`config.mk`:
```
export PLATFORM = sky130hd
export DESIGN_NAME = cache_ctrl_burst
export DESIGN_NICKNAME = d
export VERILOG_FILES = /design/src/rtl/cache_ctrl_pkg.sv /design/src/rtl/cache_beat_counter.sv /design/src/rtl/cache_ctrl_burst.sv
export SDC_FILE = /design/constraint.sdc
export NUM_CORES = 1
export LEC_CHECK = 0
export BUFFER_PORTS_ARGS = -buffer_cell sky130_fd_sc_hd__buf_2
export CAP_MARGIN = 20
export CORE_AREA = 5 5 42 44
export CTS_BUF_LIST = sky130_fd_sc_hd__clkbuf_16
export DETAILED_ROUTE_END_ITERATION = 10
export DIE_AREA = 0 0 47 49
export SLEW_MARGIN = 25
export SYNTH_ARGS = -nofsm -noshare
export SYNTH_HDL_FRONTEND = slang
export SYNTH_SLANG_ARGS = --single-unit
```
`constraint.sdc`:
```
create_clock -name clk -period 1.1 [get_ports clk]
set_input_delay 0.22 -clock clk [delete_from_list [all_inputs] [get_ports clk]]
set_output_delay 0.22 -clock clk [all_outputs]
set_load 0.1 [all_outputs]
```
`src/rtl/cache_ctrl_pkg.sv`:
```
// Shared types and constants for the burst cache controller.
package cache_ctrl_pkg;

  // Controller states, encoded in declaration order.
  typedef enum logic [3:0] {
    ST_IDLE           = 4'd0,
    ST_COMPARE        = 4'd1,
    ST_WRITE_BACK     = 4'd2,
    ST_WRITE_ALLOCATE = 4'd3,
    ST_REFILL_DONE    = 4'd4,
    ST_WT_WRITE       = 4'd5
  } state_t;

  // Write policy selectors.
  localparam int unsigned WP_WRITE_BACK    = 0;
  localparam int unsigned WP_WRITE_THROUGH = 1;

  // Beat index width; a single-beat line still gets one bit.
  function automatic int unsigned beat_idx_width(input int unsigned beats);
    return (beats > 1) ? $clog2(beats) : 1;
  endfunction

endpackage

```
`src/rtl/cache_beat_counter.sv`:
```
// Beat counter for line bursts: synchronous clear, advance, last-beat flag.
module cache_beat_counter #(
  parameter int unsigned BEATS_PER_LINE = 4,
  parameter int unsigned BW             = 2
) (
  input  logic          clk,
  input  logic          rst,
  input  logic          clear,
  input  logic          advance,
  output logic [BW-1:0] idx,
  output logic          last
);

  // Last beat of the line burst.
  always_comb begin
    last = (idx == BW'(BEATS_PER_LINE - 1));
  end

  // Count accepted beats; wraps to zero after the last beat.
  always_ff @(posedge clk) begin
    if (!rst) begin
      idx <= '0;
    end else if (clear) begin
      idx <= '0;
    end else if (advance) begin
      idx <= last ? '0 : idx + BW'(1);
    end
  end

endmodule

```
`src/rtl/cache_ctrl_burst.sv`:
```
// Cache controller with line-burst writeback/refill and selectable write policy.
// Outputs are decoded from the current state and same-cycle inputs.
module cache_ctrl_burst
  import cache_ctrl_pkg::*;
#(
  parameter int unsigned BEATS_PER_LINE = 4,
  parameter int unsigned WRITE_POLICY   = WP_WRITE_BACK,
  parameter int unsigned BW             = beat_idx_width(BEATS_PER_LINE)
) (
  input  logic          clk,
  input  logic          rst,
  input  logic          req_valid,
  input  logic          req_type,
  input  logic          hit,
  input  logic          dirty_bit,
  input  logic          ready_mem,
  output logic          read_en_mem,
  output logic          write_en_mem,
  output logic          write_en,
  output logic          read_en_cache,
  output logic          write_en_cache,
  output logic          refill,
  output logic          done_cache,
  output logic [BW-1:0] beat_idx,
  output logic          busy
);

  localparam bit POLICY_WB = (WRITE_POLICY == WP_WRITE_BACK);

  state_t state;
  state_t next_state;
  logic   cnt_clear;
  logic   cnt_advance;
  logic   cnt_last;

  // Beat position within the current writeback or refill burst.
  cache_beat_counter #(
    .BEATS_PER_LINE (BEATS_PER_LINE),
    .BW             (BW)
  ) u_beat_counter (
    .clk     (clk),
    .rst     (rst),
    .clear   (cnt_clear),
    .advance (cnt_advance),
    .idx     (beat_idx),
    .last    (cnt_last)
  );

  // State register.
  always_ff @(posedge clk) begin
    if (!rst) begin
      state <= ST_IDLE;
    end else begin
      state <= next_state;
    end
  end

  // Next-state and output decode.
  always_comb begin
    next_state     = state;
    read_en_mem    = 1'b0;
    write_en_mem   = 1'b0;
    write_en       = 1'b0;
    read_en_cache  = 1'b0;
    write_en_cache = 1'b0;
    refill         = 1'b0;
    done_cache     = 1'b0;
    cnt_clear      = 1'b0;
    cnt_advance    = 1'b0;
    busy           = (state != ST_IDLE);

    case (state)
      ST_IDLE: begin
        if (req_valid) begin
          next_state = ST_COMPARE;
        end
      end

      ST_COMPARE: begin
        // Every burst starts from beat zero.
        cnt_clear = 1'b1;
        if (hit) begin
          if (req_type) begin
            write_en = 1'b1;
            if (POLICY_WB) begin
              done_cache = 1'b1;
              next_state = ST_IDLE;
            end else begin
              next_state = ST_WT_WRITE;
            end
          end else begin
            done_cache = 1'b1;
            next_state = ST_IDLE;
          end
        end else if (POLICY_WB && dirty_bit) begin
          next_state = ST_WRITE_BACK;
        end else begin
          next_state = ST_WRITE_ALLOCATE;
        end
      end

      ST_WRITE_BACK: begin
        read_en_cache = 1'b1;
        write_en_mem  = 1'b1;
        if (ready_mem) begin
          cnt_advance = 1'b1;
          if (cnt_last) begin
            next_state = ST_WRITE_ALLOCATE;
          end
        end
      end

      ST_WRITE_ALLOCATE: begin
        read_en_mem = 1'b1;
        if (ready_mem) begin
          write_en_cache = 1'b1;
          cnt_advance    = 1'b1;
          if (cnt_last) begin
            next_state = ST_REFILL_DONE;
          end
        end
      end

      ST_REFILL_DONE: begin
        // Line is now resident; re-run the lookup for the held request.
        refill     = 1'b1;
        next_state = ST_COMPARE;
      end

      ST_WT_WRITE: begin
        write_en_mem = 1'b1;
        if (ready_mem) begin
          done_cache = 1'b1;
          next_state = ST_IDLE;
        end
      end

      default: begin
        next_state = ST_IDLE;
      end
    endcase
  end

  // Memory and cache data-port strobes are mutually exclusive.
  a_mem_excl : assert property (@(posedge clk) disable iff (!rst)
    !(read_en_mem && write_en_mem));
  a_cache_excl : assert property (@(posedge clk) disable iff (!rst)
    !(write_en_cache && read_en_cache));
  // Completion only comes from lookup or write-through drain.
  a_done_src : assert property (@(posedge clk) disable iff (!rst)
    done_cache |-> (state == ST_COMPARE || state == ST_WT_WRITE));

endmodule

```
==> out/metrics.yaml, run 1 <==
die_height_um: 49
regArea_sq_um: 116.4
final-setup-viol-count: 12
r2r-start: "state[1]"
post-place-ws_ns: -0.2195
first_pass_iters: 4
max_freq_mhz: 688.2
crit-reg2reg-capture: "state[1]"
crit_chain: "inv_4 > nand2_1 > o22ai_4 > buf_12"
die_area_sq_um: 2303
violations: "setup timing"
skew_ns: 0.001707
place_inst: 97
crit_end: "write_en_mem"
drt-initial-drc-count: 35
final_cell_count_no_fill: 105
p_per_area_nw_per_um2: 2929
arrival_ns: 1.23
grt_usage: 0.1474
synth_fp_nets: 62
multiInputGateArea_sq_um: 381.6
crit_path_end_kind: "output port"
tightest_slew_ns: 0.3115
hpwlAfterDp_um: 1042
sequentialPowerShare: 0.112
run_status: "complete, but fails checks"
worstSetupPathType: "reg2out"
drive_above_1_share: 0.7079
ir_worst_vdd_mv: 2.049
switching_share: 0.4676
drc_errors: 0
h-tree-depth: 1
core_area_sq_um: 1401
max_stage_delay_ns: 0.38
num_rows: 14
pin_count: 17
antennaDiodeCount: 0
critPathRequiredTime_ns: 0.88
grt_max_degree: 10
place_congestion: 0.8809
clockBufferDepth: 2
clk_pin_slew_ns: 0.03
ys_seq_elements: 5
power_frac_comb: 0.693
die_w_um: 47
synth_area_sq_um: 412.9
clkPwrFrac: 0.195
numCtsBuffers: 3
p_sw_mw: 1.373
r2r_cells: 6
via_per_inst: 5.286
clkLatencyLatePin_ns: 0.22
post-route-util: 0.7152
postSynthCellCount: 54
wire_per_inst_um: 14.89
area_delta_synth_final_pct: 142.7
critical_path_peak_fanout: 7
cts.sinks: 5
yosys_warnings: 0
hold_buffers: 0
reg2reg_slack_ns: -0.26
internal_power_mw: 1.563
finalCritPeriodShare: 1.321
layout_min_cycle_time_ns: 1.453
synth_cell_types: 26
postSynthAreaPerCell_sq_um: 7.646
floorplan.initialDensity: 0.2946
antenna_left: 0
cp_slowest_cell: "dfxtp_4"
antenna_found_initial: 0
vias: 555
cp-start-kind: "flip-flop"
gr-total-overflow: 0
final_area_sq_um: 1002
numPortBuffers: 16
hold_ws_ns: 0.3047
hold_viol: 0
worst_slack_ns: -0.3530
wirelength_um: 1563
clockRootBuffer: "clkbuf_16"
place_area_sq_um: 845.8
nets: 98
drv_cap: 0
grt_pass1_wl_um: 2546
hold_class: "in2reg"
grt_pass1_vias: 567
startpoint: "state[2]"
yosysSeqAreaShare: 0.2424
slew_headroom: 0.7921
leakage_nw: 0.4079
cts_tree: "yes"
fill_cells: 109
rsz0062_at_grt: "yes"
drv_slew: 0
-- synth_stat cells --
master     instances  area [sq um]
buf_6              1         11.26
buf_2              3         15.01
nor2b_1            1         6.260
a21oi_1            3         15.01
o21ai_0            3         15.01
o211ai_1           1         7.510
nand3b_1           1         7.510
o22ai_1            1         6.260
o32a_1             1         10.01
and3_1             1         6.260
and2_1             1         6.260
dfxtp_1            5         100.1
a31oi_1            2         12.51
nor2_2             1         6.260
a221oi_4           1         26.28
nand3_1            3         15.01
o2111ai_1          1         8.760
nor2_1             5         18.77
and4bb_4           1         16.27
nand2b_4           1         13.76
nand2_1            6         22.52
mux2i_1            1         10.01
ha_1               1         12.51
nor3_1             5         25.02
o31ai_1            1         7.510
inv_1              3         11.26
-- routing by layer --
metal | GRT usage | up-vias | part of all wire
met5 | 0 | - | 0
met4 | 0.06452 | 0 | 0.0090
met3 | 0.02583 | 2 | 0.068
met2 | 0.2127 | 25 | 0.52
met1 | 0.2075 | 257 | 0.40
li1 | - | 271 | -
-- cell type report --
class,count,area share
Inverter,3,0.01373
Sequential cell,5,0.1161
Clock buffer,3,0.07491
Multi-Input combinational cell,42,0.3808
Tap cell,16,0.01998
Timing Repair Buffer,35,0.3908
Clock inverter,1,0.003745
-- cell families after synthesis --
group / synth area share
AND/OR/NAND/NOR: 0.3485
AO/OA/AOI/OAI: 0.2636
buffers and inverters: 0.09089
flip-flops: 0.2424
multiplexers: 0.02424
adder cells (fa/ha/maj): 0.03030
-- power by group through the flow --
stage | Sequential, mW | Clock (mW) | Combinational, mW
after floorplan | 0.334 | 0 | 1.22
after global routing | 0.341 | 0.595 | 2.12
final | 0.330 | 0.572 | 2.03
after CTS | 0.328 | 0.579 | 1.99
after global placement | 0.316 | 0 | 1.84
after detailed placement | 0.319 | 0 | 1.85
-- state kept, by name (all words and copies together), names as in the netlist --
register,cells
state,3
u_beat_counter.idx,2
-- timing repair --
item	4_1_cts	5_1_grt
setup endpoints to repair	13	13
gates resized for setup	12	2
pin swaps	4	5
buffers inserted	3	2
hold endpoints to repair	0	0
-- worst min path at each step --
| stage | from | cells after the start | to | slack [ns] |
|---|---|---|---|---|
| after global placement | rst | 3 | state[1] | 0.51 |
| final | rst | 3 | u_beat_counter.idx[1] | 0.30 |
| after floorplan | rst | 2 | state[1] | 0.35 |
| after CTS | rst | 3 | u_beat_counter.idx[1] | 0.29 |
| after detailed placement | rst | 3 | state[1] | 0.52 |
| after global routing | rst | 3 | u_beat_counter.idx[0] | 0.33 |
-- layout by cell type (no fill, tap or decap), types with 3 or more instances in the layout --
cell       count
a21oi_1        3
buf_12        10
buf_2          6
buf_4         14
buf_6          5
clkbuf_16      3
dfxtp_4        4
inv_1          3
nand2_1        4
nor2_1         3
-- critical path, delay by kind of cell (launching register included) --
family,cells,cell delay [ns]
AOI/OAI and AO/OA,1,0.23
buffers and inverters,2,0.26
DFF,1,0.38
and+or+nand+nor,1,0.13
-- stage by stage --
step           power, mW  TNS [ns]
6_report           2.936    -3.046
4_1_cts            2.898    -3.038
3_3_place_gp       2.154    -1.285
2_1_floorplan      1.554    -2.391
3_5_place_dp       2.170    -1.614
5_1_grt            3.058    -3.616
(Power assumes the default switching activity.)
==> run 2: changes to the inputs <==
PLACE_DENSITY = 0.64   (was not set)
==> out/metrics.yaml, run 2 (synthesis gave the netlist of run 1 again) <==
tightest_slew_ns: 0.2636
drive_above_1_share: 0.7222
cp-start-kind: "flip-flop"
wirelength_um: 1595
violations: "setup timing"
vias: 541
floorplan.initialDensity: 0.2946
worstSetupPathType: "reg2out"
worst_slack_ns: -0.2868
post-place-ws_ns: -0.2281
p_per_area_nw_per_um2: 2970
p_sw_mw: 1.409
clk_pin_slew_ns: 0.03
grt_pass1_wl_um: 2642
die_area_sq_um: 2303
drt-initial-drc-count: 11
drv_slew: 0
clockRootBuffer: "clkbuf_16"
antennaDiodeCount: 0
clockBufferDepth: 2
critPathRequiredTime_ns: 0.88
h-tree-depth: 1
hold_buffers: 0
first_pass_iters: 4
max_freq_mhz: 721.1
nets: 99
antenna_left: 0
switching_share: 0.4623
power_frac_comb: 0.696
grt_pass1_vias: 550
drc_errors: 0
gr-total-overflow: 0
grt_max_degree: 9
skew_ns: 0.001737
critical_path_peak_fanout: 6
regArea_sq_um: 118.9
top_regs: "state: 3 flops, u_beat_counter.idx: 2 flops"
fill_cells: 111
largest_register_ffs: 3
antenna_found_initial: 0
clkLatencyLatePin_ns: 0.22
ir_worst_vdd_mv: 1.998
wire_per_inst_um: 15.05
regMostFlops: "state"
sequentialPowerShare: 0.114
numPortBuffers: 16
num_rows: 14
pin_count: 17
finalCritPeriodShare: 1.261
cts.sinks: 5
layout_min_cycle_time_ns: 1.387
die_w_um: 47
via_per_inst: 5.104
drv_cap: 0
power_mw: 3.047
crit_path_end_kind: "output port"
internal_power_mw: 1.638
rsz0062_at_grt: "yes"
clkPwrFrac: 0.190
numCtsBuffers: 3
die_height_um: 49
run_status: "complete, but fails checks"
final_common_cell: "buf_4"
leakage_nw: 0.4141
area_delta_synth_final_pct: 148.5
final-setup-viol-count: 10
arrival_ns: 1.17
cts_tree: "yes"
layout_common_cells: "13 x buf_4, 10 x buf_12, 7 x buf_6, 6 x buf_2, 5 x dfxtp_4"
grt_usage: 0.1543
core_area_sq_um: 1401
slew_headroom: 0.8243
hpwlAfterDp_um: 1099
place_congestion: 0.8546
multiInputGateArea_sq_um: 387.9
hold_viol: 0
hold_class: "in2reg"
[run 2: cell count changes in the layout (fill, tap and decap cells not counted), sizes merged]
| cell | previous run | this run |
|---|---|---|
| buf | 35 | 36 |
[run 2: repair_timing]
action / 4_1_cts / 5_1_grt
setup buffers: 5 / 2
gates resized for setup: 11 / 9
pin swaps: 2 / 7
endpoints found under the setup margin: 12 / 14
[run 2: power groups by stage]
stage / Clock, mW / Sequential (mW) / Combinational, mW
floorplan: 0 / 0.334 / 1.22
global placement: 0 / 0.315 / 1.82
detailed placement: 0 / 0.321 / 1.84
CTS: 0.586 / 0.334 / 2.02
global route: 0.602 / 0.358 / 2.22
finish: 0.580 / 0.346 / 2.12
[run 2: per-layer routing]
layer  share of wire  vias up  global-route usage  wire length, um
met5               0        -                   0                0
met1            0.36      245              0.1982              581
li1                -      269                   -                -
met2            0.55       25              0.2443              874
met4           0.021        0             0.03226               34
met3           0.066        2             0.05166              105
[run 2: final timing paths]
| path | depth (start not counted) | end | from | slack, ns |
|---|---|---|---|---|
| setup reg to reg | 6 | state[0] | state[1] | -0.20 |
| hold / removal | 3 | u_beat_counter.idx[0] | rst | 0.30 |
| hold reg to reg | 2 | state[2] | state[0] | 0.55 |
| setup / recovery | 4 | done_cache | state[1] | -0.29 |
[run 2: through the flow]
| step | hold WS (ns) | utilization | TNS, ns | cell area [sq um] | std cells |
|---|---|---|---|---|---|
| after detailed placement | 0.5097 | 0.5982 | -1.650 | 838.3 | 96 |
| after floorplan | 0.3509 | - | -2.391 | 528.0 | 54 |
| after global routing | 0.3139 | 0.7321 | -2.896 | 1026 | 106 |
| after global placement | 0.5079 | 0.5982 | -1.551 | 838.3 | 96 |
| final | 0.2970 | 0.7321 | -2.366 | 1026 | 106 |
| after CTS | 0.2783 | 0.7036 | -2.278 | 985.9 | 105 |
[run 2: critical path, stage by stage, from the launching register on]
cell	delay, ns
dfxtp_4	0.36
nand2b_4	0.18
buf_6	0.13
nor2_4	0.09
buf_12	0.18
[run 2: area by class of cell]
| type | count | share of cell area |
|---|---|---|
| repair buffers | 36 | 0.3963 |
| multi-input cells | 42 | 0.3781 |
| flip-flops and latches | 5 | 0.1159 |
| clock buffers | 3 | 0.07317 |
| well taps | 16 | 0.01951 |
| inverters | 3 | 0.01341 |
| clock inverters | 1 | 0.003659 |
==> run 3: changes to the inputs <==
SKIP_CTS_REPAIR_TIMING = 1   (was not set)
==> out/metrics.yaml, run 3 (synthesis gave the netlist of run 1 again) <==
clockRootBuffer: "clkbuf_16"
max_stage_delay_ns: 0.36
critPathTopFamily: "simple AND/OR/NAND/NOR gates"
skew_ns: 0.0009054
clockBufferDepth: 2
clkLatencyLatePin_ns: 0.22
place_inst: 96
holdPathStages: 3
tightest_slew_ns: 0.3514
wl_met2_um: 720
cp_slowest_cell: "dfxtp_4"
largest_register_ffs: 3
die_w_um: 47
die_height_um: 49
layout_common_cells: "13 x buf_4, 10 x buf_12, 6 x buf_2, 5 x dfxtp_4"
final-setup-viol-count: 10
die_area_sq_um: 2303
core_area_sq_um: 1401
grt_pass1_vias: 479
clk_pin_slew_ns: 0.03
dr_wl_met3_um: 63
area_delta_synth_final_pct: 134.5
fill_cells: 122
vias: 498
antenna_found_initial: 0
run_status: "complete, but fails checks"
final_common_cell: "buf_4"
rsz0062_at_grt: "yes"
layout_min_cycle_time_ns: 1.409
worst_slack_ns: -0.3093
antenna_left: 0
cts.sinks: 5
pin_count: 17
cp-start-kind: "flip-flop"
via_per_inst: 4.882
place_congestion: 0.8546
wirelength_um: 1412
hpwlAfterDp_um: 1099
grt_usage: 0.1360
numPortBuffers: 16
drv_slew: 0
h-tree-depth: 1
antennaDiodeCount: 0
slew_headroom: 0.7633
final_cell_count_no_fill: 102
max_freq_mhz: 709.6
crit_cells: 3
first_pass_iters: 4
drt-met1-wl_um: 627
cts_tree: "yes"
r2r_cells: 5
arrival_ns: 1.19
wire_per_inst_um: 13.84
floorplan.initialDensity: 0.2946
post-place-ws_ns: -0.2281
gr-total-overflow: 0
worstSetupPathType: "reg2out"
hold_ws_ns: 0.2737
numCtsBuffers: 3
top_regs: "state: 3 flops, u_beat_counter.idx: 2 flops"
p_per_area_nw_per_um2: 2935
top_layer_used: "met3"
hold_viol: 0
drv_cap: 0
grt_max_degree: 10
crit_path_end_kind: "output port"
tns_ns: -2.315
ir_worst_vdd_mv: 1.811
critical_path_peak_fanout: 6
critPathRequiredTime_ns: 0.88
crit_chain: "nand2b_4 > nor3_4 > buf_12"
violations: "setup timing"
grt_pass1_wl_um: 2352
drt-initial-drc-count: 5
drc_errors: 0
drive_above_1_share: 0.6744
nets: 95
regMostFlops: "state"
finalCritPeriodShare: 1.281
power_mw: 2.843
leakage_nw: 0.3887
crit_buf_inv: 1
num_rows: 14
hold_class: "in2reg"
[run 3: changes by cell type in the layout (fill, tap and decap cells not counted)]
cell	before	now
buf_6	7	3
o21ai_0	1	3
a21oi_1	2	3
a21oi_2	1	0
nor3_1	2	3
nor3_2	1	0
o21ai_1	1	0
o21ai_2	1	0
[run 3: layout make-up]
cell class | instances | area, sq um | share of cell area
Sequential cell | 5 | 118.9 | 0.1227
Tap cell | 16 | 20.02 | 0.02067
Inverter | 3 | 13.76 | 0.01421
Clock buffer | 3 | 75.07 | 0.07752
Timing Repair Buffer | 32 | 361.6 | 0.3734
Multi-Input combinational cell | 42 | 375.4 | 0.3876
Clock inverter | 1 | 3.754 | 0.003876
[run 3: worst register-to-register path: cells and delay by family (launching register included)]
kind | cells | cell delay (ns)
DFF | 1 | 0.37
buffers and inverters | 1 | 0.15
and+or+nand+nor | 2 | 0.30
AOI/OAI and AO/OA | 2 | 0.31
[run 3: final timing paths]
path                               start       end  slack (ns)
worst min register to register  state[0]  state[2]        0.55
worst max-delay path            state[1]  write_en       -0.31
worst min-delay path                 rst  state[1]        0.27
worst max register to register  state[1]  state[0]       -0.12
[run 3: power breakdown]
part | switching, mW | internal [mW] | total, mW
registers | 0.0997 | 0.244 | 0.343
clock network | 0.106 | 0.469 | 0.575
logic | 1.13 | 0.795 | 1.92
[run 3: through the flow]
step           cell area, sq um    util
2_1_floorplan             528.0       -
3_3_place_gp              838.3  0.5982
3_5_place_dp              838.3  0.5982
4_1_cts                   917.1  0.6545
5_1_grt                   968.4  0.6911
6_report                  968.4  0.6911
[run 3: per-layer routing]
layer / vias to the layer above / global-route usage
met4: 0 / 0
met1: 224 / 0.1894
met2: 12 / 0.2104
li1: 262 / -
met5: - / 0
met3: 0 / 0.05166
